<file path="src/rtl/monitor_contador.sv">
// -----------------------------------------------------------------------------
// monitor_contador
// Watches the output of a 4-bit counter that bounces 0..15..0 and reports
// whether the observed stream follows that bounce sequence.
//
// Ports
//   CLK      in   1  clock, all state changes on rising edge
//   R_N      in   1  synchronous active-low reset (wins over EN)
//   EN       in   1  sample strobe; I is consumed only when EN=1
//   I        in   4  observed counter value
//   DIR      out  1  inferred direction, 0=up 1=down
//   LOCK     out  1  stream currently matches the bounce sequence
//   ERR      out  1  one-cycle pulse on a mismatching sample
//   PEAK     out  1  one-cycle pulse on an in-lock sample of 15
//   VALE     out  1  one-cycle pulse on an in-lock sample of 0
//   ERR_CNT  out  8  saturating mismatch count
//   CYCLES   out  8  completed round trips, wraps at 256
// -----------------------------------------------------------------------------
module monitor_contador (
   input  logic       CLK,
   input  logic       R_N,
   input  logic       EN,
   input  logic [3:0] I,
   output logic       DIR,
   output logic       LOCK,
   output logic       ERR,
   output logic       PEAK,
   output logic       VALE,
   output logic [7:0] ERR_CNT,
   output logic [7:0] CYCLES
);

   typedef enum logic [1:0] {IDLE, PRIMED, LOCKED} state_t;

   state_t     state_q;
   logic [3:0] prev_q;
   logic       dir_q, lock_q, err_q, peak_q, vale_q;
   logic [7:0] err_cnt_q, cycles_q;

   // Next-sample prediction from the last accepted value.
   logic       up_ok, dn_ok;
   logic [3:0] exp_val;
   logic       exp_dir;

   always_comb begin
      // Used while PRIMED: any legal neighbour of PREV locks in a direction.
      up_ok   = (prev_q != 4'd15) && (I == prev_q + 4'd1);
      dn_ok   = (prev_q != 4'd0)  && (I == prev_q - 4'd1);
      exp_val = prev_q + 4'd1;
      exp_dir = dir_q;
      // The end points force a turn-around regardless of current DIR.
      if (prev_q == 4'd15) begin
         exp_val = 4'd14;
         exp_dir = 1'b1;
      end else if (prev_q == 4'd0) begin
         exp_val = 4'd1;
         exp_dir = 1'b0;
      end else if (dir_q) begin
         exp_val = prev_q - 4'd1;
      end
   end

   always_ff @(posedge CLK) begin
      if (!R_N) begin
         state_q   <= IDLE;
         prev_q    <= 4'd0;
         dir_q     <= 1'b0;
         lock_q    <= 1'b0;
         err_q     <= 1'b0;
         peak_q    <= 1'b0;
         vale_q    <= 1'b0;
         err_cnt_q <= 8'd0;
         cycles_q  <= 8'd0;
      end else begin
         // Pulses default low; they only fire on the edge consuming a sample.
         err_q  <= 1'b0;
         peak_q <= 1'b0;
         vale_q <= 1'b0;
         if (EN) begin
            prev_q <= I;
            case (state_q)
               IDLE: state_q <= PRIMED;
               PRIMED: begin
                  if (up_ok) begin
                     dir_q   <= 1'b0;
                     lock_q  <= 1'b1;
                     state_q <= LOCKED;
                  end else if (dn_ok) begin
                     dir_q   <= 1'b1;
                     lock_q  <= 1'b1;
                     state_q <= LOCKED;
                  end else begin
                     err_q <= 1'b1;
                     if (err_cnt_q != 8'hFF) err_cnt_q <= err_cnt_q + 8'd1;
                  end
               end
               LOCKED: begin
                  if (I == exp_val) begin
                     dir_q  <= exp_dir;
                     peak_q <= (I == 4'd15);
                     vale_q <= (I == 4'd0);
                     // A 0 reached on the way down closes one round trip.
                     if (I == 4'd0 && dir_q) cycles_q <= cycles_q + 8'd1;
                  end else begin
                     err_q   <= 1'b1;
                     lock_q  <= 1'b0;
                     state_q <= PRIMED;
                     if (err_cnt_q != 8'hFF) err_cnt_q <= err_cnt_q + 8'd1;
                  end
               end
               default: state_q <= IDLE;
            endcase
         end
      end
   end

   assign DIR     = dir_q;
   assign LOCK    = lock_q;
   assign ERR     = err_q;
   assign PEAK    = peak_q;
   assign VALE    = vale_q;
   assign ERR_CNT = err_cnt_q;
   assign CYCLES  = cycles_q;

endmodule

</file>
<file path="config.mk">
export PLATFORM = sky130hd
export DESIGN_NAME = monitor_contador
export DESIGN_NICKNAME = d
export VERILOG_FILES = /design/src/rtl/monitor_contador.sv
export SDC_FILE = /design/constraint.sdc
export NUM_CORES = 1
export LEC_CHECK = 0
export ABC_AREA = 0
export BUFFER_PORTS_ARGS = -buffer_cell sky130_fd_sc_hd__buf_2
export CAP_MARGIN = 0
export CORE_UTILIZATION = 45
export CTS_CLUSTER_SIZE = 40
export DETAILED_ROUTE_END_ITERATION = 8
export MAX_ROUTING_LAYER = met4
export PLACE_DENSITY = 0.77
export SLEW_MARGIN = 30
export SYNTH_ARGS = -nofsm -noshare
export SYNTH_HDL_FRONTEND = slang
export SYNTH_SLANG_ARGS = --single-unit
</file>
<file path="constraint.sdc">
create_clock -name CLK -period 2.66 [get_ports CLK]
set_clock_uncertainty 0.1 [all_clocks]
set_input_delay 0.266 -clock CLK [delete_from_list [all_inputs] [get_ports CLK]]
set_output_delay 0.266 -clock CLK [all_outputs]
set_load 0.01 [all_outputs]
</file>
==> results by group, run 1 <==
Hold path
  – Worst Hold Class: input port to flip-flop
  – Hold endpoint: PEAK
  – WHS Path Cells: 3
  – Min-Delay Startpoint: I[1]

Setup path
  – Crit path DAT: 2.74 ns
  – Top delay family on crit path: simple AND/OR/NAND/NOR gates
  – Critical Path RT: 2.76 ns
  – Max Fanout on Critical Path: 6
  – Startpoint Class: flip-flop
  – RR Endpoint: CYCLES[6]
  – CP cell instances: inv_4, ha_4, nand2b_4, a21oi_2, or3_4, a2111oi_4, o211ai_1, buf_4, or4_4, a21oi_2
  – Slowest stage delay, CP: 0.51 ns
  – R2R Setup Slk: 0.02 ns
  – CP max-delay cell: or4_4
  – RR Startpoint: prev_q[0]
  – Worst path bufs/invs: 2
  – Kind of critical path: flip-flop to flip-flop
  – Crit. End Element: flip-flop
  – Most frequent cell on the critical path: a21oi_2
  – Reg2reg path depth: 10

Cells and area
  – Area Growth Syn to Fin: 24.2%
  – Ant. Diodes: 0
  – Fill cells: 336
  – Post-layout instance area: 2310 sq um
  – Final nets: 285
  – Layout cells sized above 1: 28.6%
  – Final Core Density: 60.8%

Place
  – Placed cell area: 2130 sq um
  – Gpl congestion: 0.950
  – I/O Buffers: 27
  – Post-DP HPWL: 3.15 mm

Synth
  – Async SR Flop Fraction: 0%
  – Yosys reg bits: 27
  – Most frequent cell after synthesis: dfxtp_1
  – Synthesized area: 1860 sq um
  – Top_reg_cell synth: dfxtp_1
  – Synth Net Count: 246
  – Synth area leader: dfxtp_1
  – Post-Synth Adder-Cell Area: 5.39%
  – Synth unique cells: 47
  – Largest family of logic cells by synthesized area: simple AND/OR/NAND/NOR gates
  – Area share of the largest cell type after synthesis: 29.1%
  – Post-synth top cells: dfxtp_1 (27), nand2_1 (22), a21oi_1 (15), inv_1 (15), mux2i_1 (13)
  – Avg Cell Area, Syn: 8.04 sq um
  – Post-synth EDFFs: 0
  – Yosys warning count: 0
  – Top cells by area, synth: dfxtp_1 (29%), mux2i_1 (7.0%), ha_1 (5.4%)
  – Compound-cell area share of the yosys netlist: 20.7%
  – Cells after synthesis: 231
  – Post-synthesis xor/xnor area fraction: 5.19%
  – Seq/Total Area, Yosys: 29.1%
  – Post-synthesis simple-gate area fraction: 26.0%
  – Post-synthesis mux area share: 7.00%

Die
  – Die ar.: 4390 sq um
  – DIE HEIGHT: 66.3 microns
  – Total core area: 3800 sq um
  – Io pins: 28
  – Core Rows: 22
  – Initial Utilization: 48.9%
  – Die width: 66.3 microns

Run
  – MaxCap Viol Count: 0

Route
  – Vias per cell: 5.71
  – TritonRoute pass-1 iters: 4
  – 1st-iter DRT viols: 139
  – Routed wire length: 4.40 mm
  – Final ANT Viol Nets: 0
  – DR WL/cell: 13.9 microns
  – Vias: 1811
  – DRC Markers: 0

Clocking
  – Clock slew at reported path FFs: 0.09 ns
  – CTS tree: built
  – CTS Buffer Depth: 2
  – Root buf cell: clkbuf_8
  – Clock sink count: 27
  – CTS buffer count: 3
  – Clock Latency Late Sink: 0.26 ns
  – # H-tree levels: 1

Global routing
  – Number of global-route vias before repair: 1657
  – GRT Residual Overflow: 0
  – Initial antenna violation count: 0
  – First-pass GRT wire length: 7.25 mm
  – Largest net degree at the start of global routing: 25
  – Tot GR Track Use: 21.5%

Power
  – Static Leak: 0.927 nW
  – Maximum VDD drop: 0.358 mV
  – Pwr dens: 393 nW/um^2
  – Power Total: 908 uW

Timing
  – Period Utilization, post-route: 99.1%
  – Fmax: 379 MHz
  – Final Max Tran Viols: 0
  – Setup Viol. Count Final: 0
  – Tightest Pin Transition: 0.508 ns
  – Hold Fails Final Rpt: 0
  – Min Tclk post-route: 2.64 ns
  – WHS: 0.217 ns
  – RSZ-0062 raised after global routing: yes
  – Relative slew slack: 66.1%

Run status
  – Outcome: finished clean
## per-layer routing
layer	share of wire (%)	wire, microns	track usage [%]
met5	0	0	-
met1	46	2010	25.9
met4	1.3	57	5.59
met3	4.5	197	4.14
met2	48	2130	36.5
## worst reg2reg max path: cells and delay by family, from the launching register on
| family | cells | cell delay (ns) |
|---|---|---|
| buffers and inverters | 2 | 0.24 |
| AND/OR/NAND/NOR | 3 | 0.95 |
| adder cells (fa/ha/maj) | 1 | 0.18 |
| flip-flops | 1 | 0.39 |
| AO/OA/AOI/OAI | 4 | 0.72 |
## placed cells by master (no fill, tap or decap), types with 5 or more instances in the layout
master / synthesis / layout
nand2_1: 22 / 22
ha_1: 8 / 6
o31ai_1: 8 / 7
buf_4: 0 / 21
o21ai_0: 5 / 5
dfxtp_1: 27 / 24
and4_1: 5 / 5
xnor2_1: 7 / 7
buf_2: 6 / 28
a21oi_1: 15 / 12
nand3_1: 7 / 7
mux2i_1: 13 / 13
inv_1: 15 / 13
nand4_1: 5 / 5
o211ai_1: 5 / 5
nor2_1: 10 / 10
nand2b_1: 6 / 6
## worst max path at each step
stage	start	to	slack, ns	cells past startpoint
4_1_cts	prev_q[0]	CYCLES[7]	-0.009	9
2_1_floorplan	prev_q[1]	CYCLES[6]	0.01	10
3_5_place_dp	prev_q[1]	CYCLES[7]	-0.04	9
6_report	prev_q[0]	CYCLES[6]	0.02	10
5_1_grt	prev_q[0]	CYCLES[3]	-0.10	10
3_3_place_gp	prev_q[1]	CYCLES[6]	0.05	9
## power by group
group / switching (mW) / total (mW) / leakage [nW] / internal (mW)
clock: 0.119 / 0.226 / 0.0228 / 0.107
sequential: 0.0181 / 0.438 / 0.221 / 0.419
combinational: 0.134 / 0.245 / 0.684 / 0.111
total: 0.271 / 0.908 / 0.927 / 0.637
## flip-flops by register name (all words and copies together), names as in the netlist
register / flops
CYCLES: 8
ERR: 1
state_q: 2
prev_q: 4
LOCK: 1
DIR: 1
ERR_CNT: 8
VALE: 1
PEAK: 1
## final cells by class
class	count	area (sq um)	area share (%)
clock buffers	4	45.0	1.95
inverters	15	58.8	2.55
flip-flops and latches	27	549	23.8
repair buffers	50	318	13.8
multi-input cells	173	1280	55.3
well taps	48	60.1	2.60
## metrics by stage
step	instances	setup TNS, ns	setup WS, ns
floorplan	231	0	0.0122
global placement	305	0	0.0526
detailed placement	305	-0.0924	-0.0433
CTS	310	-0.00934	-0.00934
global route	317	-0.740	-0.101
finish	317	0	0.0228
## cell families after synthesis
group | Yosys count
xor gates and xnor gates | 11
muxes | 13
AOI/OAI and AO/OA | 54
buffers and inverters | 31
DFF | 27
adders and majority gates | 8
and+or+nand+nor | 87
## what timing repair did
item	in CTS	in global routing
endpoints found under the setup margin	4	15
endpoints found under the hold margin	0	0
hold buffers	0	0
buffers inserted	1	7
resized for setup	3	18
gates cloned	0	1
pin swaps	0	9
Power figures use the tool's default switching activity.
==> inputs of run 2 (changes only) <==
--- a/config.mk
+++ b/config.mk
@@ -13,6 +13,7 @@
 export DETAILED_ROUTE_END_ITERATION = 8
 export MAX_ROUTING_LAYER = met4
 export PLACE_DENSITY = 0.77
+export REMOVE_ABC_BUFFERS = 1
 export SLEW_MARGIN = 30
 export SYNTH_ARGS = -nofsm -noshare
 export SYNTH_HDL_FRONTEND = slang
==> results by group, run 2 (synthesis results as in run 1) <==
Clocking
  – CTS buffer count: 3
  – Clock sink count: 27
  – CTS Buffer Depth: 2
  – Clock slew at reported path FFs: 0.10 ns
  – Hold Buf Count CTS: 0
  – Clock Latency Late Sink: 0.28 ns
  – # H-tree levels: 1
  – CTS tree: built
  – Root buf cell: clkbuf_8

Setup path
  – Kind of critical path: flip-flop to flip-flop
  – RR Endpoint: CYCLES[7]
  – RR Startpoint: prev_q[0]
  – CP cell instances: inv_4, ha_4, nand2b_4, a21oi_4, or3_4, a2111oi_4, o211ai_1, buf_4, or4_1, a21oi_1
  – Slowest stage delay, CP: 0.49 ns
  – Crit path DAT: 2.78 ns
  – Crit. End Element: flip-flop
  – Top delay family on crit path: simple AND/OR/NAND/NOR gates
  – Reg2reg path depth: 10
  – Max Fanout on Critical Path: 7
  – Critical Path RT: 2.77 ns
  – Startpoint Class: flip-flop
  – Worst path bufs/invs: 2
  – CP max-delay cell: or4_1
  – R2R Setup Slk: -0.009 ns

Timing
  – Period Utilization, post-route: 100%
  – Final Max Tran Viols: 0
  – Tightest Pin Transition: 0.519 ns
  – RSZ-0062 raised after global routing: yes
  – Setup Total Neg Slack: -0.00897 ns
  – Min Tclk post-route: 2.67 ns
  – WHS: 0.214 ns
  – Hold Fails Final Rpt: 0
  – Fmax: 375 MHz
  – Setup Viol. Count Final: 1
  – Worst setup margin: -0.00897 ns
  – Relative slew slack: 65.1%

Power
  – Static Leak: 0.954 nW
  – Maximum VDD drop: 0.227 mV
  – Pwr dens: 392 nW/um^2

Global routing
  – First-pass GRT wire length: 7.25 mm
  – Largest net degree at the start of global routing: 25
  – Initial antenna violation count: 0
  – Number of global-route vias before repair: 1587
  – GRT Residual Overflow: 0
  – Tot GR Track Use: 21.8%

Die
  – Die ar.: 4390 sq um
  – Initial Utilization: 48.9%
  – Die width: 66.3 microns
  – Io pins: 28
  – Total core area: 3800 sq um
  – DIE HEIGHT: 66.3 microns
  – Core Rows: 22

Route
  – Vias per cell: 5.72
  – Final ANT Viol Nets: 0
  – Routed wire length: 4.52 mm
  – TritonRoute pass-1 iters: 4
  – 1st-iter DRT viols: 99
  – DR WL/cell: 14.3 microns
  – DRC Markers: 0
  – Vias: 1814

Cells and area
  – Most frequent cells in the layout: buf_2 (27), dfxtp_1 (25), buf_4 (23), nand2_1 (22)
  – Most common cell after layout, fill and taps aside: buf_2
  – Layout cells sized above 1: 30.9%
  – Ant. Diodes: 0
  – Final Core Density: 62.0%
  – Final nets: 285
  – Area Growth Syn to Fin: 26.7%

Run status
  – Outcome: complete, but fails checks
  – Failing checks: setup timing

Hold path
  – Min-Delay Startpoint: I[3]
  – Hold endpoint: PEAK
  – Worst Hold Class: input port to flip-flop
  – WHS Path Cells: 3

Run
  – MaxCap Viol Count: 0

Place
  – Gpl congestion: 0.884
  – I/O Buffers: 27
  – Post-DP HPWL: 3.09 mm
[run 2: worst reg2reg max path, cell delays in order, from the launching register on]
cell       delay (ns)
dfxtp_4          0.39
inv_4            0.04
ha_4             0.17
nand2b_4         0.09
a21oi_4          0.06
or3_4            0.41
a2111oi_4        0.38
o211ai_1         0.16
buf_4            0.19
or4_1            0.49
a21oi_1          0.12
[run 2: area by class of cell]
class                           instances  area (sq um)
Clock buffer                            3          41.3
Clock inverter                          1          5.00
Fill cell                             318          1440
Inverter                               15          58.8
Multi-Input combinational cell        173          1330
Sequential cell                        27           548
Tap cell                               48          60.1
Timing Repair Buffer                   50           308
[run 2: metrics by stage]
| stage | setup slack [ns] | cells | total power, mW | instance area, sq um |
|---|---|---|---|---|
| after global placement | -0.0587 | 308 | 0.660 | 2120 |
| final | -0.00897 | 317 | 0.923 | 2350 |
| after detailed placement | -0.136 | 308 | 0.666 | 2120 |
| after CTS | 0.000726 | 313 | 0.912 | 2230 |
| after floorplan | -0.639 | 215 | 0.588 | 1790 |
| after global routing | -0.0993 | 317 | 0.976 | 2350 |
[run 2: worst max path at each step]
stage                          from        end  cells after the start
final                     prev_q[0]  CYCLES[7]                     10
after global routing      prev_q[0]  CYCLES[7]                     10
after CTS                 prev_q[0]  CYCLES[6]                     10
after detailed placement  prev_q[0]  CYCLES[5]                     10
after global placement    prev_q[0]  CYCLES[7]                     10
after floorplan           prev_q[0]  CYCLES[5]                      9
[run 2: power by group]
group / total [mW] / switching (mW) / leakage, nW / internal, mW
clock: 0.239 / 0.133 / 0.0255 / 0.105
combinational: 0.248 / 0.137 / 0.708 / 0.111
sequential: 0.437 / 0.0175 / 0.220 / 0.419
total: 0.923 / 0.288 / 0.954 / 0.636
[run 2: per-layer routing]
layer	GRT usage, %	vias up	part of all wire (%)
met5	-	-	0
met4	6.65	0	1.1
met3	2.24	7	4.5
met2	36.5	46	49
met1	27.6	853	46
li1	-	908	-
[run 2: what timing repair did]
item                                    CTS  global route
pin swaps                                 3            15
buffers inserted                          0             4
gates cloned                              1             0
endpoints found under the setup margin   17            18
resized for setup                        12            27
